File: config.mk
export PLATFORM = sky130hd
export DESIGN_NAME = if_stage
export DESIGN_NICKNAME = d
export VERILOG_FILES = /design/src/rtl/if_stage.sv
export SDC_FILE = /design/constraint.sdc
export NUM_CORES = 1
export LEC_CHECK = 0
export ABC_CLOCK_PERIOD_IN_PS = 2000
export CORE_ASPECT_RATIO = 0.9
export CORE_MARGIN = 1
export CORE_UTILIZATION = 35
export CTS_CLUSTER_DIAMETER = 200
export DETAILED_ROUTE_END_ITERATION = 10
export GPL_TIMING_DRIVEN = 0
export PLACE_DENSITY_LB_ADDON = 0.1
export SLEW_MARGIN = 20
export SYNTH_ARGS = -nofsm -noshare
export SYNTH_HDL_FRONTEND = slang
export SYNTH_SLANG_ARGS = --single-unit
File: constraint.sdc
create_clock -name clk -period 2 [get_ports clk]
set_input_delay 0.2 -clock clk [delete_from_list [all_inputs] [get_ports clk]]
set_output_delay 0.2 -clock clk [all_outputs]
set_load 0.01 [all_outputs]
File: src/rtl/if_stage.sv
// if_stage: instruction fetch stage with PC register and IF/ID pipeline register.
// The instruction memory read is combinational, so a word fetched at PC lands in
// IF/ID on the next rising edge. Next-PC priority is reset, then branch, then
// freeze, then sequential PC+4.
// Optional build macro IF_STAGE_PERF_CNT_EN adds the fetch_count and
// stall_count performance counter outputs.
module if_stage #(
  parameter logic [31:0] RESET_PC = 32'h0000_0000
) (
  input  logic        clk,
  input  logic        rst,
  input  logic        freeze,
  input  logic        branch_taken,
  input  logic [31:0] branch_address,
  output logic [31:0] inst_mem_addr,
  input  logic [31:0] inst_mem_data,
  output logic [31:0] pc_out,
  output logic [31:0] instruction,
  output logic        valid
`ifdef IF_STAGE_PERF_CNT_EN
  ,
  output logic [31:0] fetch_count,
  output logic [31:0] stall_count
`endif
);

  localparam logic [31:0] RESET_PC_ALIGNED = {RESET_PC[31:2], 2'b00};

  logic [31:0] pc;
  logic [31:0] pc_plus4;
  logic [31:0] branch_target;
  logic [31:0] pc_next;
  logic [31:0] instruction_next;
  logic [31:0] pc_out_next;
  logic        valid_next;

  assign inst_mem_addr = pc;
  assign pc_plus4      = pc + 32'd4;
  // Word-align the target by masking; keeps every bit of the input in use.
  assign branch_target = branch_address & 32'hFFFF_FFFC;

  // Select next PC and IF/ID contents: branch flushes, freeze holds, else fetch.
  always_comb begin
    pc_next          = pc_plus4;
    instruction_next = inst_mem_data;
    pc_out_next      = pc_plus4;
    valid_next       = 1'b1;
    if (branch_taken) begin
      pc_next          = branch_target;
      instruction_next = 32'h0000_0000;
      pc_out_next      = 32'h0000_0000;
      valid_next       = 1'b0;
    end else if (freeze) begin
      pc_next          = pc;
      instruction_next = instruction;
      pc_out_next      = pc_out;
      valid_next       = valid;
    end
  end

  // PC and IF/ID register update with synchronous reset.
  always_ff @(posedge clk) begin
    if (rst) begin
      pc          <= RESET_PC_ALIGNED;
      instruction <= 32'h0000_0000;
      pc_out      <= 32'h0000_0000;
      valid       <= 1'b0;
    end else begin
      pc          <= pc_next;
      instruction <= instruction_next;
      pc_out      <= pc_out_next;
      valid       <= valid_next;
    end
  end

`ifdef IF_STAGE_PERF_CNT_EN
  logic fetch_cycle;
  logic stall_cycle;

  assign fetch_cycle = ~branch_taken & ~freeze;
  assign stall_cycle = ~branch_taken & freeze;

  // Count sequential fetches and held cycles; both wrap naturally at 2^32.
  always_ff @(posedge clk) begin
    if (rst) begin
      fetch_count <= 32'd0;
      stall_count <= 32'd0;
    end else begin
      if (fetch_cycle) fetch_count <= fetch_count + 32'd1;
      if (stall_cycle) stall_count <= stall_count + 32'd1;
    end
  end
`endif

endmodule

==> results_dict.tcl <==
set metrics [dict create \
    failed_checks "negative setup slack" \
    cts_buffers 9 \
    post_drt_wl_per_cell_um 18.6 \
    ios 165 \
    ff2ff_path_depth 5 \
    grt_pass1_wl_um 24900 \
    maxCapViolations 0 \
    synthDistinctLibCells 48 \
    report.final.slew_viol_count 0 \
    synth_top_area_share 0.416 \
    final.setup_skew_ns 0.00629 \
    clk_pin_slew_worst_paths_ns 0.07 \
    whs_path_depth 3 \
    slew_headroom 0.515 \
    criticalPathCategory "reg2reg" \
    tns_ns -0.166 \
    worst_pin_slew_ns 0.727 \
    synth_area_leaders "dfxtp_1, mux2i_1, nor2_1" \
    worstSetupEndpointType "flop" \
    place_congestion 0.891 \
    synth_edf_count 0 \
    port_buffers 157 \
    dr_total_vias 4857 \
    drt-pass1-iter-count 5 \
    p_comb_frac 0.169 \
    synth_top_cells_by_count "dfxtp_1, nor2_1, clkbuf_1" \
    syn-cell-area_um2 4480 \
    synth_top_cell_by_area "dfxtp_1" \
    core_area_um2 12300 \
    avgSynthCellArea_um2 8.55 \
    yosysMostFrequentCell "dfxtp_1" \
    insertion_delay_ns 0.35 \
    postRouteAntennaNets 0 \
    clockBufferDepth 2 \
    drive_gt1_frac 0.137 \
    grt_overflow_total 0 \
    totalWireLength_um 16200 \
    netSwitchingFraction 0.262 \
    initial_utilization 0.365 \
    post-place-cells 844 \
    drt_iter0_markers 421 \
    final_util 0.565 \
    rsz0062_at_grt "yes" \
    worst_slack_ns -0.0900 \
    critPathRequiredTime_ns 2.26 \
    holdCritPathClass "in2reg" \
    syn2layout_area_growth_pct 54.6 \
    ys_ff_latch 93 \
    grt_pass1_vias 4659 \
    nets 778 \
    p_int_mw 3.35 \
    post-route-min-period_ns 2.09 \
    p_clk_frac 0.381 \
    hold_viol 0 \
    ir_drop_uv 477 \
    critPathMaxFanout 8 \
    crit_arrival_ns 2.35 \
    startpoint_type "flop" \
    cts-root-buf "clkbuf_16" \
    final_cells 874 \
    p_switching_mw 1.19 \
    gr-usage-all-layers 0.249 \
    grt_max_degree 16 \
    h-tree-depth 3 \
    p_leak_nw 2.45 \
    die_width_um 121 \
    rows 38 \
    cts_tree "built" \
    status "complete, but fails checks" \
    die_area_um2 13300 \
    fin_crit_sh 1.05 \
    cts_num_sinks 93 \
    ys_warn_count 0 \
    dpl.hpwl_um 11700 \
    max_freq_ghz 0.478 \
    power_frac_seq 0.450 \
    drc 0 \
    p_per_area_nw_per_um2 656 \
    antennaDiodeCount 0 \
    synth-async-reset-ratio 0 \
    syn_inst 524 \
    setup_violations 2 \
    die_y_um 109 \
    vias_per_cell 5.56 \
    synth-main-ff-cell "dfxtp_1" \
    synth-seq-area-share 0.416 \
    antenna_found_initial 0 \
]
-- sequential cells by signal (all words and copies together) (netlist names) --
register,count
inst_mem_addr,30
valid,1
pc_out,30
instruction,32
-- worst max-delay path: stages (launching register included) --
cell	delay (ns)
dfxtp_2	0.34
buf_8	0.13
nand4_1	0.17
or4_4	0.61
or4_1	0.50
a311oi_1	0.26
-- through the flow --
stage          hold slack (ns)  cell area, um2  worst slack, ns  total power, mW
2_1_floorplan            0.337            4570           0.0399             2.40
3_3_place_gp             0.444            6340           -0.493             2.80
3_5_place_dp             0.442            6340           -0.480             2.82
4_1_cts                  0.412            6790          -0.0440             4.56
5_1_grt                  0.432            6930           -0.147             4.73
6_report                 0.415            6930          -0.0900             4.54
-- layout make-up --
cell class,instances,area (um2)
clock buffer,10,239
inverter,11,41.3
buffer,43,243
sequential,93,1920
tap,160,200
multi-input combinational,373,2490
clock inverter,6,62.6
fill,1146,5340
timing repair buffer,178,1730
-- cells by family after synthesis --
kind of cell    share of synthesized area
compound gates                      0.170
simple gates                        0.242
other cells                      0.000837
xor+xnor                           0.0372
buf+inv                            0.0556
flops                               0.416
fa+ha+maj                         0.00279
mux                                0.0760
-- final timing paths --
path                      startpoint                 to  slack (ns)
setup / recovery   inst_mem_addr[16]  inst_mem_addr[30]       -0.09
hold / removal    branch_address[16]  inst_mem_addr[16]        0.42
setup reg to reg   inst_mem_addr[16]  inst_mem_addr[30]       -0.09
hold reg to reg                valid              valid        0.45
-- repair_timing --
item	in CTS	in global routing
buffers inserted	9	12
hold endpoints to repair	0	0
setup endpoints to repair	23	29
pin swaps	5	13
resized for setup	30	33
hold buffers	0	0
-- placed cells by master, fill, tap and decap left out, types with 16 or more instances in the layout --
cell type,count
a21oi_1,19
a311oi_1,16
buf_4,26
clkbuf_1,28
clkdlybuf4s50_1,157
dfxtp_1,69
mux2i_1,34
nand2_1,20
nor2_1,71
nor3_1,17
o21ai_0,33
xnor2_1,16
-- per-layer routing --
| layer | global-route usage | vias up | wire (um) |
|---|---|---|---|
| li1 | - | 2293 | - |
| met1 | 0.326 | 2304 | 7050 |
| met2 | 0.389 | 227 | 7520 |
| met3 | 0.0685 | 33 | 1330 |
| met4 | 0.0988 | 0 | 346 |
| met5 | 0 | - | 0 |
-- power groups by stage --
stage | logic (mW) | clock network [mW] | registers (mW)
6_report | 0.766 | 1.73 | 2.05
5_1_grt | 0.823 | 1.84 | 2.06
3_5_place_dp | 0.742 | 0 | 2.08
3_3_place_gp | 0.732 | 0 | 2.07
4_1_cts | 0.752 | 1.77 | 2.04
2_1_floorplan | 0.304 | 0 | 2.09
Note: power is estimated with default switching activity, not from simulation.
